$ cat src/rtl/count_seq_ctrl.sv
// count_seq_ctrl: run/pause/clear sequencer for a single-digit display counter.
// A 16-bit prescaler divides Clk by TICK_DIV. While running, each expiry steps
// a modulo-(CNT_MAX+1) up/down digit. en_out and tc are one-cycle registered
// pulses that follow a step; count already holds the new value when they are high.
//
// Optional feature macro: COUNT_SEQ_ONESHOT_EN
//   defined   : a step that would wrap holds the terminal value, pulses en_out/tc
//               and drops the FSM back to IDLE on the same edge.
//   undefined : free-running modulo wrap; the FSM never leaves RUN on its own.
//
// Command priority within a cycle: clear > stop > start.
// State encoding on the state output: 00 IDLE, 01 RUN, 10 PAUSE.

module count_seq_ctrl #(
  parameter int unsigned TICK_DIV = 50000,
  parameter int unsigned CNT_MAX  = 9
) (
  input  logic       Clk,
  input  logic       Resetn,
  input  logic       start,
  input  logic       stop,
  input  logic       clear,
  input  logic       up,
  output logic [3:0] count,
  output logic       en_out,
  output logic       tc,
  output logic [1:0] state
);

  typedef enum logic [1:0] {
    IDLE  = 2'b00,
    RUN   = 2'b01,
    PAUSE = 2'b10
  } fsm_t;

  // Last prescaler value of a period and the terminal digit, sized to their registers.
  localparam logic [15:0] PRESC_LAST = 16'(TICK_DIV - 1);
  localparam logic [3:0]  CNT_TOP    = 4'(CNT_MAX);

  fsm_t        fsm;
  logic [15:0] presc;
  logic [3:0]  step_count;
  logic        step_wrap;
  logic        step_stops;

  // FSM state is a register; expose it directly.
  assign state = fsm;

  // Next digit value and wrap flag for a step taken this cycle.
  always_comb begin
    step_wrap  = 1'b0;
    step_count = count;
    step_stops = 1'b0;
    if (up) begin
      if (count == CNT_TOP) begin
        step_wrap  = 1'b1;
        step_count = 4'd0;
      end else begin
        step_count = count + 4'd1;
      end
    end else begin
      if (count == 4'd0) begin
        step_wrap  = 1'b1;
        step_count = CNT_TOP;
      end else begin
        step_count = count - 4'd1;
      end
    end
`ifdef COUNT_SEQ_ONESHOT_EN
    // A terminal step holds the digit where it is and ends the run.
    if (step_wrap) begin
      step_count = count;
      step_stops = 1'b1;
    end
`endif
  end

  // Sequencer: FSM, prescaler, digit and the registered step pulses.
  always_ff @(posedge Clk) begin
    if (!Resetn) begin
      fsm    <= IDLE;
      presc  <= 16'd0;
      count  <= 4'd0;
      en_out <= 1'b0;
      tc     <= 1'b0;
    end else if (clear) begin
      // Clear wins over everything, including a step due this cycle.
      fsm    <= IDLE;
      presc  <= 16'd0;
      count  <= 4'd0;
      en_out <= 1'b0;
      tc     <= 1'b0;
    end else begin
      en_out <= 1'b0;
      tc     <= 1'b0;
      case (fsm)
        IDLE: begin
          // Prescaler is already 0 here; counting starts on the cycle after entry.
          if (start) fsm <= RUN;
        end
        RUN: begin
          if (stop) begin
            // Pause holds the partial period so resume continues where it left off.
            fsm <= PAUSE;
          end else if (presc == PRESC_LAST) begin
            presc  <= 16'd0;
            count  <= step_count;
            en_out <= 1'b1;
            tc     <= step_wrap;
            if (step_stops) fsm <= IDLE;
          end else begin
            presc <= presc + 16'd1;
          end
        end
        PAUSE: begin
          if (start) fsm <= RUN;
        end
        default: begin
          fsm   <= IDLE;
          presc <= 16'd0;
        end
      endcase
    end
  end

endmodule

$ cat config.mk
export PLATFORM = sky130hd
export DESIGN_NAME = count_seq_ctrl
export DESIGN_NICKNAME = d
export VERILOG_FILES = /design/src/rtl/count_seq_ctrl.sv
export SDC_FILE = /design/constraint.sdc
export NUM_CORES = 1
export LEC_CHECK = 0
export ABC_AREA = 1
export BUFFER_PORTS_ARGS = -buffer_cell sky130_fd_sc_hd__buf_2
export CORE_ASPECT_RATIO = 1.1
export CORE_MARGIN = 4
export CORE_UTILIZATION = 53
export CTS_BUF_LIST = sky130_fd_sc_hd__clkbuf_16
export DETAILED_ROUTE_END_ITERATION = 12
export GPL_TIMING_DRIVEN = 1
export PLACE_DENSITY = 0.73
export SLEW_MARGIN = 20
export SYNTH_ARGS = -nofsm -noshare
export SYNTH_HDL_FRONTEND = slang
export SYNTH_SLANG_ARGS = --single-unit
$ cat constraint.sdc
create_clock -name Clk -period 1.8 [get_ports Clk]
set_input_delay 0.27 -clock Clk [delete_from_list [all_inputs] [get_ports Clk]]
set_output_delay 0.27 -clock Clk [all_outputs]
set_load 0.005 [all_outputs]
==> reports/qor.csv, run 1 <==
metric;value;unit
clock-sinks;24;
final_common_cell;nand2_1;
setup_viol;0;
pre_cts_ws;0.216;ns
p_per_area;655;nW/um2
wirelength;3110;um
area_growth;13.3;%
outcome;completed;
n_fill_cell;249;
syn_inst;227;
final_area;1610;um2
p_comb_share;4.0;%
grt.busiest_layer;met2;
globalplace.congestion;0.891;
final.setup.tns;0;ns
htree_levels;1;
start_util;55.9;%
grt_setup_unrepaired;no;
final_hold_viol_count;0;
synth_top_area_share;33.8;%
dr.pass1.iters;4;
clk_pin_slew;0.06;ns
ys_warn_count;0;
grt_overflow_total;0;
leakagePower;0.656;nW
dieArea;3580;um2
synth_area_per_cell;6.26;um2
num_rows;19;
dp_hpwl;2310;um
grtUsageMet3;3.31;%
power_frac_clock;45.4;%
grt_max_degree;16;
seq_area;480;um2
portBuffers;13;
postRouteAntennaNets;0;
worst_ep_arrival_time;1.76;ns
end_kind;flip-flop;
slew_headroom;66.2;%
fin_crit_sh;90.1;%
irDropWorstVdd;0.515;mV
layout.cells.non_filler;275;
drive_gt1_share;13.5;%
synth.area.top_cells;dfxtp_1 34%, nand2_1 17%, nor2_1 7.9%;
switchingPower;0.214;mW
grtUsageMet1;26.3;%
antenna-diode-count;0;
max-cap-violations;0;
synth_seq_area_share;33.8;%
startpoint_type;flip-flop;
die_x;57.4;um
total_power;1.05;mW
fmax;617;MHz
syn_area;1420;um2
layout_min_cycle_time;1.62;ns
cts_resized;0;
drt_iter0_drc;68;
multi_input_area;803;um2
viasPerCell;5.17;
core;2540;um2
cts_buffers;3;
ios;14;
grt_use_met2;31.8;%
post_cts_buffers;0;
swShare;20.2;%
min_path_type;input pin to flip-flop;
slew_viol_final;0;
die_h;62.3;um
cts-root-buf;clkbuf_16;
clockBufferDepth;2;
fin_skew;0.00326;ns
setup_ws;0.178;ns
critical_path_class;flip-flop to flip-flop;
tightest_slew;0.506;ns
grt_pass1_vias;1321;
antenna_found_initial;0;
power.internal;0.841;mW
grt_first_pass_wirelength;5770;um
nNetsFinal;253;
drc_errors;0;
synth_fp_nets;234;
grt_usage;19.9;%
post_dp_cell_area;1540;um2
pwr-share-seq;50.6;%
final_cell_mix;63 x nand2_1, 30 x nor2_1, 27 x inv_1;
vias;1421;
ys_types;24;
cp.required;1.94;ns
clk_latency;0.26;ns
wl_per_cell;11.3;um
place_inst;272;
synth_seq_cells;24;
synth_largest_area_cell;dfxtp_1;
hold_buffers;0;
tritoncts;yes;
crit_fanout;13;
power by group through the flow:
stage / Sequential, mW / Combinational, mW / Clock (mW)
6_report: 0.534 / 0.0420 / 0.478
2_1_floorplan: 0.546 / 0.0241 / 0
5_1_grt: 0.534 / 0.0475 / 0.512
4_1_cts: 0.534 / 0.0427 / 0.493
3_5_place_dp: 0.546 / 0.0425 / 0
3_3_place_gp: 0.546 / 0.0419 / 0
kinds of logic (layout without fill, tap and decap cells):
| group | after synthesis | after routing | synth area share (%) |
|---|---|---|---|
| simple gates | 127 | 127 | 39.4 |
| xor+xnor | 3 | 3 | 1.85 |
| flops | 24 | 24 | 33.8 |
| buf+inv | 33 | 50 | 9.68 |
| fa+ha+maj | 1 | 1 | 0.880 |
| compound gates | 39 | 39 | 14.3 |
registers in the layout (all words and copies together) (netlist names):
signal and flops:
en_out 1, presc 16, tc 1, state 2
count 4
final cells by class:
cell class | count | area share [%]
inverter | 30 | 7.30
sequential | 24 | 29.8
timing repair buffer | 17 | 5.91
multi-input combinational | 170 | 49.9
clock buffer | 3 | 4.66
tap | 31 | 2.41
Yosys cell counts:
library cell and count:
buf_2 1, o21bai_1 2, or2_2 2, xnor2_1 1
buf_6 1, ha_1 1, nor2_1 30, dfxtp_1 24
o21ai_0 14, clkinv_4 1, a21oi_1 22, nand3_1 17
nand4_1 5, nor2_2 2, clkbuf_1 1, a21oi_2 1
inv_1 27, nand2_1 63, xor2_1 2, nand2_4 1
nand3_2 1, nor3_1 3, inv_2 2, nor2_4 3
critical path, stage by stage (launching register included):
cell and delay (ns):
dfxtp_1 0.35, ha_1 0.18, nand2_1 0.11, nor2_4 0.18
nand3_2 0.11, nor2_4 0.16, nor2_2 0.04, buf_4 0.17
o21ai_0 0.11, a21oi_1 0.09
routing by layer:
layer  share of wire (%)  routed length [um]  vias up
met2                  46                1430       26
met3                 3.6                 112        5
met1                  49                1510      629
met4                 1.7                  53        0
li1                    -                   -      761
met5                   0                   0        -
path summary, 6_finish.rpt:
kind | end | slack, ns | depth (start not counted) | startpoint
worst min-delay path | state[0]$_SDFFE_PP0P_ | 0.27 | 3 | start
worst min register to register | state[1]$_SDFFE_PP0P_ | 0.48 | 2 | state[1]$_SDFFE_PP0P_
worst max-delay path | presc[10]$_SDFFE_PP0P_ | 0.18 | 9 | presc[1]$_SDFFE_PP0P_
worst max register to register | presc[10]$_SDFFE_PP0P_ | 0.18 | 9 | presc[1]$_SDFFE_PP0P_
per-stage QoR:
step,utilization (%),hold slack [ns]
global placement,60.4,0.465
finish,63.3,0.275
floorplan,-,0.413
global route,63.3,0.291
CTS,63.3,0.272
detailed placement,60.4,0.474
Power figures use the tool's default switching activity.
==> run 2: changes to the inputs <==
--- a/config.mk
+++ b/config.mk
@@ -6,15 +6,16 @@
 export NUM_CORES = 1
 export LEC_CHECK = 0
 export ABC_AREA = 1
-export BUFFER_PORTS_ARGS = -buffer_cell sky130_fd_sc_hd__buf_2
 export CORE_ASPECT_RATIO = 1.1
 export CORE_MARGIN = 4
 export CORE_UTILIZATION = 53
 export CTS_BUF_LIST = sky130_fd_sc_hd__clkbuf_16
 export DETAILED_ROUTE_END_ITERATION = 12
+export DONT_BUFFER_PORTS = 1
 export GPL_TIMING_DRIVEN = 1
-export PLACE_DENSITY = 0.73
+export PLACE_DENSITY = 0.68
 export SLEW_MARGIN = 20
 export SYNTH_ARGS = -nofsm -noshare
 export SYNTH_HDL_FRONTEND = slang
 export SYNTH_SLANG_ARGS = --single-unit
+export TNS_END_PERCENT = 20
==> constraint.sdc (replaced) <==
create_clock -name Clk -period 1.6 [get_ports Clk]
set_input_delay 0.24 -clock Clk [delete_from_list [all_inputs] [get_ports Clk]]
set_output_delay 0.24 -clock Clk [all_outputs]
set_load 0.005 [all_outputs]
==> run 2 against run 1 <==
  * Final area down 1.3%
  * Largest power group unchanged
  * Worst setup slack worse by 0.066 ns
  * Combinational power down 15%
  * Global-route usage decreased by 0.34 points
  * Hold slack lost 0.15 ns
  * Total power increased by 11%
  * Sequential cell count is the same
  * Die area did not move
==> reports/qor.csv, run 2 (synthesis gave the netlist of run 1 again) <==
metric;value;unit;change
slew_viol_final;0;;unchanged
clk_pin_slew;0.06;ns;about the same
area_growth;11.8;%;was 13.3%
wirelength;3170;um;was 3110 um
wl_met2;1520;um;was 1430 um
slew_headroom;68.6;%;was 66.2%
clockBufferDepth;2;;unchanged
postRouteAntennaNets;0;;unchanged
portBuffers;0;;was 13
fmax;672;MHz;was 617 MHz
die_h;62.3;um;unchanged
worst_ep_arrival_time;1.61;ns;was 1.76 ns
outcome;completed;;unchanged
dr.pass1.iters;4;;unchanged
leakagePower;0.612;nW;was 0.656 nW
irDropWorstVdd;0.780;mV;was 0.515 mV
grt_first_pass_wirelength;5600;um;was 5770 um
grt_max_degree;16;;unchanged
hold_buffers;0;;unchanged
crit_fanout;5;;was 13
cp.required;1.73;ns;was 1.94 ns
max-cap-violations;0;;unchanged
wl_met1;1380;um;was 1510 um
antenna_found_initial;0;;unchanged
die_x;57.4;um;unchanged
fin_util;62.5;%;was 63.3%
cts_buffers;3;;unchanged
setup_viol;0;;unchanged
antenna-diode-count;0;;unchanged
final_common_cell;nand2_1;;unchanged
drc_errors;0;;unchanged
met3WireLength;176;um;was 112 um
fin_skew;0.00203;ns;was 0.00326 ns
p_per_area;738;nW/um2;was 655 nW/um2
n_fill_cell;251;;was 249
critical_path_class;flip-flop to flip-flop;;unchanged
post_dp_cell_area;1500;um2;was 1540 um2
grt_setup_unrepaired;no;;unchanged
pwr-share-seq;51.3;%;was 50.6%
drt_iter0_drc;42;;was 68
vias;1409;;was 1421
total_power;1.17;mW;was 1.05 mW
cts-root-buf;clkbuf_16;;unchanged
drive_gt1_share;11.9;%;was 13.5%
clk_latency;0.26;ns;about the same
wl_per_cell;11.9;um;was 11.3 um
tightest_slew;0.470;ns;was 0.506 ns
final_area;1590;um2;was 1610 um2
fin_crit_sh;93.0;%;was 90.1%
grt_pass1_vias;1378;;was 1321
largest_reg_flops;16;;unchanged
ios;14;;unchanged
core;2540;um2;unchanged
final_hold_viol_count;0;;unchanged
nNetsFinal;244;;was 253
dp_hpwl;2430;um;was 2310 um
swShare;19.8;%;was 20.2%
startpoint_type;flip-flop;;unchanged
switchingPower;0.232;mW;was 0.214 mW
min_path_type;input pin to flip-flop;;unchanged
power.internal;0.940;mW;was 0.841 mW
htree_levels;1;;unchanged
grt_usage;19.6;%;was 19.9%
grt_overflow_total;0;;unchanged
viasPerCell;5.30;;was 5.17
power_frac_clock;45.7;%;was 45.4%
routed.top_layer;met4;;unchanged
globalplace.congestion;0.865;;was 0.891
final_cell_mix;62 x nand2_1, 29 x nor2_1, 27 x inv_1;;was 63 x nand2_1, 30 x nor2_1, 27 x inv_1
end_kind;flip-flop;;unchanged
layout_min_cycle_time;1.49;ns;was 1.62 ns
start_util;55.9;%;unchanged
num_rows;19;;unchanged
tritoncts;yes;;unchanged
largest-register;presc;;unchanged
dieArea;3580;um2;unchanged
clock-sinks;24;;unchanged
final.setup.tns;0;ns;unchanged
p_comb_share;3.1;%;was 4.0%
run 2: layout make-up:
type,instances,area (um2),area share (%)
Multi-Input combinational cell,170,816,51.3
Sequential cell,24,482,30.3
Inverter,30,118,7.40
Clock buffer,3,75.1,4.72
Timing Repair Buffer,8,60.1,3.78
Tap cell,31,38.8,2.44
run 2: worst paths after layout:
| path | slack, ns | cells after the start | end | start |
|---|---|---|---|---|
| worst max-delay path | 0.11 | 9 | presc[14]$_SDFFE_PP0P_ | presc[0]$_SDFFE_PP0P_ |
| worst min-delay path | 0.13 | 2 | state[0]$_SDFFE_PP0P_ | start |
| worst max register to register | 0.11 | 9 | presc[14]$_SDFFE_PP0P_ | presc[0]$_SDFFE_PP0P_ |
| worst min register to register | 0.50 | 2 | presc[1]$_SDFFE_PP0P_ | presc[1]$_SDFFE_PP0P_ |
run 2: what timing repair did:
action                     CTS  global route
buffers inserted             0             0
pin swaps                    0             1
resized for setup            1             5
setup endpoints to repair    3             4
run 2: metrics by stage:
stage / setup slack [ns] / hold slack (ns) / instances
5_1_grt: 0.00903 / 0.119 / 266
3_3_place_gp: 0.0569 / 0.397 / 263
4_1_cts: 0.0606 / 0.123 / 266
6_report: 0.112 / 0.127 / 266
2_1_floorplan: 0.208 / 0.383 / 227
3_5_place_dp: -0.00554 / 0.397 / 263
run 2: power by group through the flow:
stage | Combinational (mW) | Sequential, mW | Clock (mW)
global placement | 0.0351 | 0.614 | 0
floorplan | 0.0271 | 0.614 | 0
finish | 0.0359 | 0.601 | 0.535
global route | 0.0408 | 0.601 | 0.587
detailed placement | 0.0357 | 0.614 | 0
CTS | 0.0364 | 0.601 | 0.553
run 2: metal layers:
metal	GRT usage, %	vias to the layer above
met4	11.0	0
met1	21.4	616
met5	0	-
met3	5.59	11
met2	32.9	43
li1	-	739
run 2: critical path: stages, from the launching register on:
cell and delay (ns):
dfxtp_1 0.34, ha_2 0.19, nand2_1 0.10, nor2_4 0.11, buf_4 0.15, nand2_2 0.09, nor2_2 0.14, nand3_1 0.08
nand3_1 0.09, a21oi_1 0.06
==> run 3: changes to the inputs <==
==> constraint.sdc (replaced) <==
create_clock -name Clk -period 1.85 [get_ports Clk]
set_input_delay 0.2775 -clock Clk [delete_from_list [all_inputs] [get_ports Clk]]
set_output_delay 0.2775 -clock Clk [all_outputs]
set_load 0.005 [all_outputs]
==> run 3 against run 2 <==
  * Routed wire length rose by 3.7%
  * Highest routed layer unchanged
  * Clock skew up 0.0031 ns
  * Die area is the same
  * Register-to-register slack improved by 0.11 ns
  * Critical endpoint is now presc[6]$_SDFFE_PP0P_
  * Non-clock buffer count is 4 lower
  * Core utilization shrank 1.6 points
  * First-iteration DRC count grew 48%
  * Worst setup slack improved by 0.11 ns
  * Hold slack better by 0.034 ns
  * Sequential power is 13% lower
  * Combinational power fell by 14%
  * Via count is 0.50% higher
==> reports/qor.csv, run 3 (synthesis gave the netlist of run 1 again) <==
metric;value;unit;change
slew_viol_final;0;;unchanged
final_common_cell;nand2_1;;unchanged
largest-register;presc;;unchanged
timing.hold.ws;0.162;ns;was 0.127 ns
cts_buffers;3;;unchanged
layout_min_cycle_time;1.62;ns;was 1.49 ns
critical_path_class;flip-flop to flip-flop;;unchanged
antenna-diode-count;0;;unchanged
cts-root-buf;clkbuf_16;;unchanged
max-cap-violations;0;;unchanged
start_util;55.9;%;unchanged
end_kind;flip-flop;;unchanged
cts_resized;0;;was 1
crit_fanout;13;;was 5
htree_levels;1;;unchanged
fin_crit_sh;87.8;%;was 93.0%
worst_ep_arrival_time;1.75;ns;was 1.61 ns
portBuffers;0;;unchanged
antenna_found_initial;0;;unchanged
n_fill_cell;249;;was 251
drc_errors;0;;unchanged
num_rows;19;;unchanged
tightest_slew;0.482;ns;was 0.470 ns
grt_pass1_vias;1371;;was 1378
wl_per_cell;12.5;um;was 11.9 um
globalplace.congestion;0.846;;was 0.865
fmax;616;MHz;was 672 MHz
final_cell_mix;63 x nand2_1, 30 x nor2_1, 27 x inv_1;;was 62 x nand2_1, 29 x nor2_1, 27 x inv_1
final_hold_viol_count;0;;unchanged
clk_latency;0.26;ns;about the same
leakagePower;0.594;nW;was 0.612 nW
cp.required;1.97;ns;was 1.73 ns
drive_gt1_share;8.62;%;was 11.9%
dp_hpwl;2460;um;was 2430 um
slew_headroom;67.9;%;was 68.6%
setup_viol;0;;unchanged
area_growth;8.98;%;was 11.8%
outcome;completed;;unchanged
tritoncts;yes;;unchanged
clock-sinks;24;;unchanged
final.setup.tns;0;ns;unchanged
grt_max_degree;16;;unchanged
grt_usage;20.5;%;was 19.6%
drt_iter0_drc;62;;was 42
startpoint_type;flip-flop;;unchanged
viasPerCell;5.38;;was 5.30
die_x;57.4;um;unchanged
largest_reg_flops;16;;unchanged
post_cts_buffers;0;;unchanged
dr.pass1.iters;4;;unchanged
grt_overflow_total;0;;unchanged
hold_buffers;0;;unchanged
die_h;62.3;um;unchanged
clk_pin_slew;0.06;ns;about the same
p_per_area;661;nW/um2;was 738 nW/um2
min_path_type;input pin to flip-flop;;unchanged
grt_first_pass_wirelength;5880;um;was 5600 um
vias;1416;;was 1409
ios;14;;unchanged
clockBufferDepth;2;;unchanged
nNetsFinal;240;;was 244
wirelength;3290;um;was 3170 um
irDropWorstVdd;0.632;mV;was 0.780 mV
core;2540;um2;unchanged
dieArea;3580;um2;unchanged
fin_skew;0.00514;ns;was 0.00203 ns
total_power;1.02;mW;was 1.17 mW
grt_setup_unrepaired;no;;unchanged
postRouteAntennaNets;0;;unchanged
-- run 3: final timing paths --
kind                    startpoint                    end  slack, ns  cells after the start
max reg2reg  presc[1]$_SDFFE_PP0P_  presc[6]$_SDFFE_PP0P_       0.23                      9
min                           stop  state[1]$_SDFFE_PP0P_       0.16                      2
max          presc[1]$_SDFFE_PP0P_  presc[6]$_SDFFE_PP0P_       0.23                      9
min reg2reg  presc[1]$_SDFFE_PP0P_  presc[1]$_SDFFE_PP0P_       0.49                      2
-- run 3: cell type report --
type	instances	area (um2)	area share, %
clock buffer	3	75.1	4.85
clock inverter	1	3.75	0.242
inverter	30	118	7.59
multi-input combinational	170	803	51.9
sequential	24	480	31.0
tap	31	38.8	2.50
timing repair buffer	4	30.0	1.94
-- run 3: where the power goes --
group	internal, mW	total, mW	switching [mW]	leakage, nW
logic	0.00865	0.0309	0.0222	0.363
clock network	0.289	0.473	0.184	0.0385
registers	0.518	0.520	0.00161	0.193
total	0.816	1.02	0.208	0.594
-- run 3: metal layers --
metal,up-vias,global-route usage [%],part of all wire [%]
met5,-,0,0
met4,0,11.9,2.8
met3,9,3.73,5.0
met2,39,34.9,50
met1,630,23.3,42
li1,738,-,-
-- run 3: worst max-delay path, cell delays in order (launching register included) --
cell and delay, ns:
dfxtp_1 0.35, ha_1 0.19, nand2_1 0.12, nor2_4 0.17
nand3_2 0.10, nor2_4 0.15, nor2_2 0.05, buf_4 0.17
o21ai_0 0.09, a21oi_1 0.08
-- run 3: per-stage QoR --
stage | setup WS, ns | area (um2) | instances | util [%]
6_report | 0.227 | 1550 | 263 | 60.9
3_5_place_dp | 0.265 | 1470 | 259 | 57.8
4_1_cts | 0.215 | 1550 | 263 | 60.9
5_1_grt | 0.0979 | 1550 | 263 | 60.9
3_3_place_gp | 0.342 | 1470 | 259 | 57.8
2_1_floorplan | 0.458 | 1420 | 227 | -
